**config.mk**
```make
export PLATFORM = sky130hd
export DESIGN_NAME = regfile_debug_port
export DESIGN_NICKNAME = d
export VERILOG_FILES = /design/src/rtl/regfile_debug_port.sv
export SDC_FILE = /design/constraint.sdc
export NUM_CORES = 1
export LEC_CHECK = 0
export ABC_AREA = 1
export BUFFER_PORTS_ARGS = -buffer_cell sky130_fd_sc_hd__buf_2
export CAP_MARGIN = 5
export CORE_MARGIN = 2
export CORE_UTILIZATION = 35
export CTS_CLUSTER_SIZE = 20
export DETAILED_ROUTE_END_ITERATION = 8
export PLACE_DENSITY = 0.62
export SYNTH_ARGS = -nofsm -noshare
export SYNTH_HDL_FRONTEND = slang
export SYNTH_SLANG_ARGS = --single-unit
```
**constraint.sdc**
```tcl
create_clock -name clock -period 1.6 [get_ports clock]
set_clock_uncertainty 0.2 [all_clocks]
set_input_delay 0.24 -clock clock [delete_from_list [all_inputs] [get_ports clock]]
set_output_delay 0.24 -clock clock [all_outputs]
set_load 0.01 [all_outputs]
```
**src/rtl/regfile_debug_port.sv**
```systemverilog
// Debug initiator for the 16 x 16-bit register file: decodes byte commands from the
// debug link into single reads, single writes and a full register dump.
module regfile_debug_port #(
  parameter logic [7:0] ACK_BYTE = 8'hAA,
  parameter logic [7:0] ERR_BYTE = 8'hEE,
  parameter int         NUM_REGS = 16
) (
  input  logic        clock,
  input  logic        reset,
  input  logic        rx_valid,
  output logic        rx_ready,
  input  logic [7:0]  rx_data,
  output logic        tx_valid,
  input  logic        tx_ready,
  output logic [7:0]  tx_data,
  output logic [3:0]  reg_address_read,
  input  logic [15:0] reg_read_data,
  output logic        reg_write_enable,
  output logic [3:0]  reg_address_write,
  output logic [15:0] reg_write_data,
  output logic        busy
);

  typedef enum logic [3:0] {
    IDLE, GET_HI, GET_LO, WRITE, LATCH, SEND_HI, SEND_LO, SEND_ACK, SEND_ERR
  } state_t;

  localparam logic [3:0] LAST_REG = 4'(NUM_REGS - 1);

  state_t      state;
  state_t      next_state;
  logic [15:0] shadow;
  logic [3:0]  counter;
  logic        dump_mode;
  logic        rx_fire;
  logic        tx_fire;
  logic [3:0]  opcode;
  logic [3:0]  reg_index;

  assign opcode    = rx_data[7:4];
  assign reg_index = rx_data[3:0];
  assign rx_ready  = (state == IDLE) || (state == GET_HI) || (state == GET_LO);
  assign tx_valid  = (state == SEND_HI) || (state == SEND_LO) ||
                     (state == SEND_ACK) || (state == SEND_ERR);
  assign rx_fire   = rx_valid && rx_ready;
  assign tx_fire   = tx_valid && tx_ready;
  assign busy      = (state != IDLE);
  assign reg_write_enable = (state == WRITE);

  always_comb begin
    tx_data = 8'h00;
    case (state)
      SEND_HI:  tx_data = shadow[15:8];
      SEND_LO:  tx_data = shadow[7:0];
      SEND_ACK: tx_data = ACK_BYTE;
      SEND_ERR: tx_data = ERR_BYTE;
      default:  tx_data = 8'h00;
    endcase
  end

  always_comb begin
    next_state = state;
    case (state)
      IDLE: begin
        if (rx_fire) begin
          if (opcode == 4'h1)                            next_state = LATCH;
          else if (opcode == 4'h2)                       next_state = GET_HI;
          else if (opcode == 4'h3 && reg_index == 4'h0)  next_state = LATCH;
          else                                           next_state = SEND_ERR;
        end
      end
      GET_HI:   if (rx_fire) next_state = GET_LO;
      GET_LO:   if (rx_fire) next_state = WRITE;
      WRITE:    next_state = SEND_ACK;
      LATCH:    next_state = SEND_HI;
      SEND_HI:  if (tx_fire) next_state = SEND_LO;
      SEND_LO: begin
        if (tx_fire) begin
          if (dump_mode && counter != LAST_REG) next_state = LATCH;
          else                                  next_state = IDLE;
        end
      end
      SEND_ACK: if (tx_fire) next_state = IDLE;
      SEND_ERR: if (tx_fire) next_state = IDLE;
      default:  next_state = IDLE;
    endcase
  end

  // The shadow snapshot keeps both response bytes from one regfile read.
  always_ff @(posedge clock) begin
    if (reset) begin
      state             <= IDLE;
      shadow            <= 16'h0000;
      counter           <= 4'h0;
      dump_mode         <= 1'b0;
      reg_address_read  <= 4'h0;
      reg_address_write <= 4'h0;
      reg_write_data    <= 16'h0000;
    end else begin
      state <= next_state;
      case (state)
        IDLE: begin
          if (rx_fire) begin
            if (opcode == 4'h1) begin
              reg_address_read <= reg_index;
              dump_mode        <= 1'b0;
            end else if (opcode == 4'h2) begin
              reg_address_write <= reg_index;
            end else if (opcode == 4'h3 && reg_index == 4'h0) begin
              counter          <= 4'h0;
              reg_address_read <= 4'h0;
              dump_mode        <= 1'b1;
            end
          end
        end
        GET_HI: if (rx_fire) reg_write_data[15:8] <= rx_data;
        GET_LO: if (rx_fire) reg_write_data[7:0]  <= rx_data;
        LATCH:  shadow <= reg_read_data;
        SEND_LO: begin
          if (tx_fire && dump_mode && counter != LAST_REG) begin
            counter          <= counter + 4'd1;
            reg_address_read <= counter + 4'd1;
          end
        end
        default: ;
      endcase
    end
  end

endmodule

```
==> metrics.yaml, run 1 <==
outcome:
  outcome: "finished, violations left"
  violations: "negative setup slack"
synth:
  synth_area_leaders: "dfxtp_1 (42%), nor2_1 (15%), nand2_1 (9.1%)"
  avgSynthCellArea_um2: 6.92
  synth_ff_type: "dfxtp_1"
  synth_edf_count: 0
  synth_nets: 370
  synth-async-reset-ratio_pct: 0
  ys_types: 25
  syn-instance-count: 341
  synth_seq_cells: 49
  synth_area_um2: 2360
  synth-seq-area-share_pct: 41.6
  synthDominantCellAreaShare_pct: 41.6
  yosysWarningCount: 0
  synth_top_cell_by_area: "dfxtp_1"
floorplan:
  floorplan.initialDensity_pct: 36.7
  std_cell_rows: 29
  pin_count: 64
  die_w_um: 86.1
  die_area_um2: 7410
  die_height_um: 86.1
  core_um2: 6420
routing:
  drtPass1Iterations: 4
  routedWlPerCell_um: 12.0
  via_per_inst: 4.73
  initialDrtViolationCount: 160
  wl_um: 6350
  drc: 0
  ant_nets: 0
  vias: 2503
sta:
  fin_ws_ns: -0.171
  finalSetupViolCount: 24
  maxSlewViolCount: 0
  period_minus_slack_ns: 1.77
  hold_viol_final: 0
  rsz0062_at_grt: "yes"
  fmax_mhz: 565
  slew_headroom_pct: 82.7
  fin_crit_sh_pct: 111
  worst_slew_pin_slew_ns: 0.257
  setup_tns_ns: -2.29
global_route:
  grt_antenna_before_repair: 0
  grt_use_total_pct: 17.7
  grt-ovfl-total: 0
  grt_pass1_wl_um: 10600
  grt_max_degree: 45
  grt_pass1_vias: 2374
placed_design:
  hpwl_um: 4480
  gp_congestion: 0.853
  dp_slack_ns: -0.174
  portBuffers: 63
layout:
  area_delta_synth_final_pct: 45.9
  num_antenna_cells: 0
  final_common_cell: "nor2_1"
  nFillCells: 631
  fin_nets: 481
  mostFrequentLayoutCells: "nor2_1 (91), buf_2 (59), nand2_1 (47)"
  drive_gt1_share_pct: 36.3
power:
  worst_ir_drop_vdd_uv: 450
  p_comb_share_pct: 29.0
  clockPowerShare_pct: 24.9
  power_leakage_uw: 0.00162
  seqPwrFrac_pct: 46.1
  intPower_uw: 2000
  power_density_nw_per_um2: 853
  swShare_pct: 32.0
  p_sw_uw: 940
critical_path:
  reg2reg_slack_ns: -0.08
  cp-end-kind: "output pin"
  worstPathMaxFanout: 6
  worstSetupPathType: "flop to output pin"
  worst_ep_arrival_time_ns: 1.33
  crit_path_start_kind: "flop"
  cp.required_ns: 1.16
clock_network:
  cts_buffers: 5
  h-tree-depth: 2
  clk_pin_slew_ns: 0.10
  cts_tree: "done"
  clkLatencyLatePin_ns: 0.30
  cts_root_buffer: "clkbuf_8"
  numClockSinks: 49
  cts.path.max_buffers: 2
hold_path:
  hold_class: "input pin to flop"
run:
  drv_cap: 0
-- Yosys cell counts (2+ instances only) --
cell type,n
nand2_4,5
dfxtp_1,49
o21ai_0,37
nor2_4,7
clkbuf_1,4
inv_1,19
nand3_1,23
nand2_2,4
nor2_2,2
o21a_1,2
a21oi_1,17
nor2_1,95
buf_4,3
a22o_1,2
nand2_1,57
inv_2,6
-- worst max-delay path: stages, from the launching register on --
cell and delay [ns]:
dfxtp_4 0.38, nor2_2 0.21, nand2_2 0.16, buf_4 0.16
buf_2 0.13
-- metrics by stage --
stage	hold WS (ns)	cell area [µm²]	std cells	total power (µW)	utilization, %
global placement	0.263	2950	499	2080	45.9
global route	0.0193	3440	529	3110	53.6
detailed placement	0.263	2950	499	2080	45.9
finish	0.00304	3440	529	2940	53.6
floorplan	0.109	2360	341	1810	-
CTS	0.00191	3380	528	2920	52.6
-- cell type report --
| cell class | instances | area (µm²) | area share (%) |
|---|---|---|---|
| clock buffer | 5 | 68.8 | 2.00 |
| clock inverter | 2 | 16.3 | 0.473 |
| timing repair buffer | 113 | 806 | 23.4 |
| multi-input combinational | 257 | 1340 | 38.9 |
| inverter | 26 | 119 | 3.45 |
| sequential | 49 | 996 | 28.9 |
| tap | 77 | 96.3 | 2.80 |
-- worst paths after layout --
check	startpoint	cells past startpoint	endpoint
setup reg to reg	state[2]	11	counter[3]
setup / recovery	state[3]	4	busy
hold reg to reg	dump_mode	2	dump_mode
hold / removal	reg_read_data[5]	3	shadow[5]
-- power groups by stage --
stage,registers [µW],clock network [µW],logic [µW]
after floorplan,1380,0,424
after global placement,1380,0,700
after detailed placement,1380,0,703
after CTS,1350,756,816
after global routing,1360,800,946
final,1350,732,851
-- layer usage --
metal	up-vias	track usage [%]	part of all wire (%)
met5	-	0	0
met4	0	5.77	1.6
met3	8	4.14	6.0
met2	74	28.0	46
met1	1115	23.9	47
li1	1306	-	-
-- what timing repair did --
item                                    CTS  global route
endpoints found under the hold margin    19             0
resized for setup                        42            17
endpoints found under the setup margin   27            35
pin swaps                                 8             6
hold buffers                             15             0
setup buffers                             7             1
-- registers in the layout (all words and copies together) (netlist names) --
name,cells
reg_write_data,16
shadow,16
counter,4
reg_address_read,4
reg_address_write,4
state,4
dump_mode,1
-- kinds of logic (layout without fill, tap and decap cells) --
family	after synthesis	count (layout)	synth area share (%)
AND/OR/NAND/NOR	196	196	37.6
AO/OA/AOI/OAI	60	60	13.5
flip-flops	49	49	41.6
buffers and inverters	35	146	6.74
adder cells (fa/ha/maj)	1	1	0.530
(Power assumes the default switching activity.)
==> inputs of run 2 (changes only) <==
- ABC_AREA: 1 -> unset
==> run 2 against run 1 <==
Die area rose by 2.7%. Worst hold slack improved by 0.14 ns. Synthesized cell count fell by 17%. Fmax fell by 6.5%. Sequential power fell by 7%. Cell area rose by 20%. The flow still finishes with violations (negative setup slack). Power rose by 4.3%.
==> metrics.yaml, run 2 <==
outcome:
  outcome: "finished, violations left"
  violations: "negative setup slack"
clock_network:
  cts_root_buffer: "clkbuf_8"
  cts_tree: "done"
  clkLatencyLatePin_ns: 0.31  # about the same
  numClockSinks: 49  # unchanged
  h-tree-depth: 2  # unchanged
  cts_buffers: 5  # unchanged
  cts.path.max_buffers: 2  # unchanged
  clk_pin_slew_ns: 0.09  # about the same
global_route:
  grt-ovfl-total: 0  # unchanged
  grt_pass1_vias: 2344  # -1.3%
  grt_use_total_pct: 18.6  # +0.85 points
  grt_antenna_before_repair: 0  # unchanged
  grt_max_degree: 30  # -33%
  grt_pass1_wl_um: 11200  # +5.5%
layout:
  area_delta_synth_final_pct: 69.8
  num_antenna_cells: 0  # unchanged
  register_area_um2: 998  # +0.25%
  fin_nets: 451  # -6.2%
  drive_gt1_share_pct: 55.1  # +19 points
  reg_top3: "reg_write_data: 16 flops, shadow: 16 flops"
  fin_area_um2: 4120  # +20%
  final_common_cell: "buf_2"
  multi_input_area_um2: 1770  # +32%
  nFillCells: 545  # -14%
  mostFrequentLayoutCells: "buf_2 (62), buf_4 (53), dfxtp_1 (43)"
power:
  power_density_nw_per_um2: 743  # -13%
  clockPowerShare_pct: 34.8  # +9.9 points
  p_total_uw: 3060  # +4.3%
  worst_ir_drop_vdd_uv: 436  # -3.1%
  power_leakage_uw: 0.00178  # +9.3%
  seqPwrFrac_pct: 41.3  # -4.8 points
  p_sw_uw: 825  # -12%
  intPower_uw: 2240  # +12%
  swShare_pct: 26.9  # -5.1 points
  p_comb_share_pct: 24.0  # -5.0 points
hold_path:
  hold_class: "input pin to flop"
  hold_start: "rx_data[5]"
critical_path:
  worstPathMaxFanout: 5  # -1
  critPathLaunch: "state[1]"
  reg2reg_from: "state[1]"
  cp-end-kind: "output pin"
  worstSetupPathType: "flop to output pin"
  crit_path_start_kind: "flop"
  cp.required_ns: 1.16  # about the same
  worst_ep_arrival_time_ns: 1.45  # +0.12 ns
synth:
  yosysMostFrequentCell: "dfxtp_1"
  avgSynthCellArea_um2: 8.54  # +24%
  synth-async-reset-ratio_pct: 0  # unchanged
  synth_edf_count: 0  # unchanged
  syn-instance-count: 284  # -17%
  synth_area_leaders: "dfxtp_1 (40%), nand2_1 (7.4%), a21oi_1 (7.0%)"
  synth_seq_cells: 49  # unchanged
  synth_area_um2: 2430  # +2.9%
  synth-seq-area-share_pct: 40.4  # -1.2 points
  ys_types: 50  # +100%
  synth_nets: 313  # -15%
  synthDominantCellAreaShare_pct: 40.4  # -1.2 points
  yosysWarningCount: 0  # unchanged
  synth_common_cells: "dfxtp_1 (49), nand2_1 (48), a21oi_1 (34)"
  synth_ff_type: "dfxtp_1"
  synth_top_cell_by_area: "dfxtp_1"
floorplan:
  floorplan.initialDensity_pct: 35.9  # -0.82 points
  die_w_um: 87.3  # +1.4%
  die_height_um: 87.3  # +1.4%
  core_um2: 6760  # +5.2%
  pin_count: 64  # unchanged
  std_cell_rows: 30  # +3.4%
  die_area_um2: 7610  # +2.7%
routing:
  wl_um: 7640  # +20%
  via_per_inst: 5.29  # +12%
  initialDrtViolationCount: 164  # +2.5%
  ant_nets: 0  # unchanged
  routedWlPerCell_um: 15.2  # +26%
  drc: 0  # unchanged
  drtPass1Iterations: 4  # unchanged
  vias: 2663  # +6.4%
sta:
  fin_ws_ns: -0.295  # -0.123 ns
  period_minus_slack_ns: 1.89  # +0.123 ns
  fin_crit_sh_pct: 118  # +7.7 points
  slew_headroom_pct: 60.7  # -22 points
  worst_slew_pin_slew_ns: 0.590  # +0.333 ns
  finalSetupViolCount: 59  # +150%
  fmax_mhz: 528  # -6.5%
  maxSlewViolCount: 0  # unchanged
  rsz0062_at_grt: "yes"
  hold_ws_ns: 0.143  # +0.140 ns
  hold_viol_final: 0  # unchanged
placed_design:
  dpl_cell_area_um2: 3260  # +10%
  hpwl_um: 4890  # +9.2%
  gp_congestion: 0.803  # -5.9%
  portBuffers: 63  # unchanged
run:
  drv_cap: 0  # unchanged
## run 2: path summary, 6_finish.rpt
check	end	depth (start not counted)	slack, ns
hold / removal	reg_write_data[5]	4	0.14
setup / recovery	tx_data[6]	6	-0.29
hold reg to reg	reg_write_data[9]	2	0.27
setup reg to reg	reg_write_data[13]	7	-0.26
## run 2: final cells by class
class                      instances  area share [%]
clock buffer                       5            1.67
clock inverter                     3            1.67
inverter                           2           0.243
multi-input combinational        215            42.9
sequential                        49            24.2
tap                               80            2.43
timing repair buffer             149            26.8
## run 2: kinds of logic after synthesis
kind of cell,count (synthesis),share of synthesized area [%]
muxes,18,8.10
AOI/OAI and AO/OA,74,20.3
and+or+nand+nor,121,26.9
DFF,49,40.4
xor gates and xnor gates,1,0.361
buffers and inverters,20,3.46
adders and majority gates,1,0.516
## run 2: critical path, cell delays in order, from the launching register on
cell     delay [ns]
dfxtp_4        0.39
buf_6          0.13
nor2b_1        0.13
buf_4          0.15
a22oi_2        0.05
o21ai_1        0.16
buf_2          0.16
## run 2: layer usage
metal	vias up	part of all wire [%]	GRT usage, %
met4	0	1.2	6.29
met5	-	0	0
li1	1297	-	-
met1	1306	43	25.4
met3	7	3.3	2.84
met2	53	52	29.8
## run 2: stage by stage
step	setup WS [ns]	cells	utilization, %	setup TNS, ns
floorplan	-0.0487	284	-	-0.351
global placement	-0.166	465	48.2	-1.28
detailed placement	-0.195	465	48.2	-1.56
CTS	-0.286	497	55.3	-3.68
global route	-0.350	503	61.0	-12.83
finish	-0.295	503	61.0	-9.27
## run 2: timing repair
action                     4_1_cts  5_1_grt
gates resized for setup         31       79
setup endpoints to repair       42       60
gates cloned                     0        1
hold buffers                    16        0
buffers inserted                10        6
hold endpoints to repair        16        0
pin swaps                       15       46
## run 2: power by group through the flow
| stage | Combinational, µW | Clock (µW) | Sequential [µW] |
|---|---|---|---|
| 3_5_place_dp | 537 | 0 | 1290 |
| 6_report | 734 | 1060 | 1260 |
| 5_1_grt | 775 | 1150 | 1270 |
| 3_3_place_gp | 532 | 0 | 1290 |
| 2_1_floorplan | 276 | 0 | 1290 |
| 4_1_cts | 636 | 1100 | 1270 |
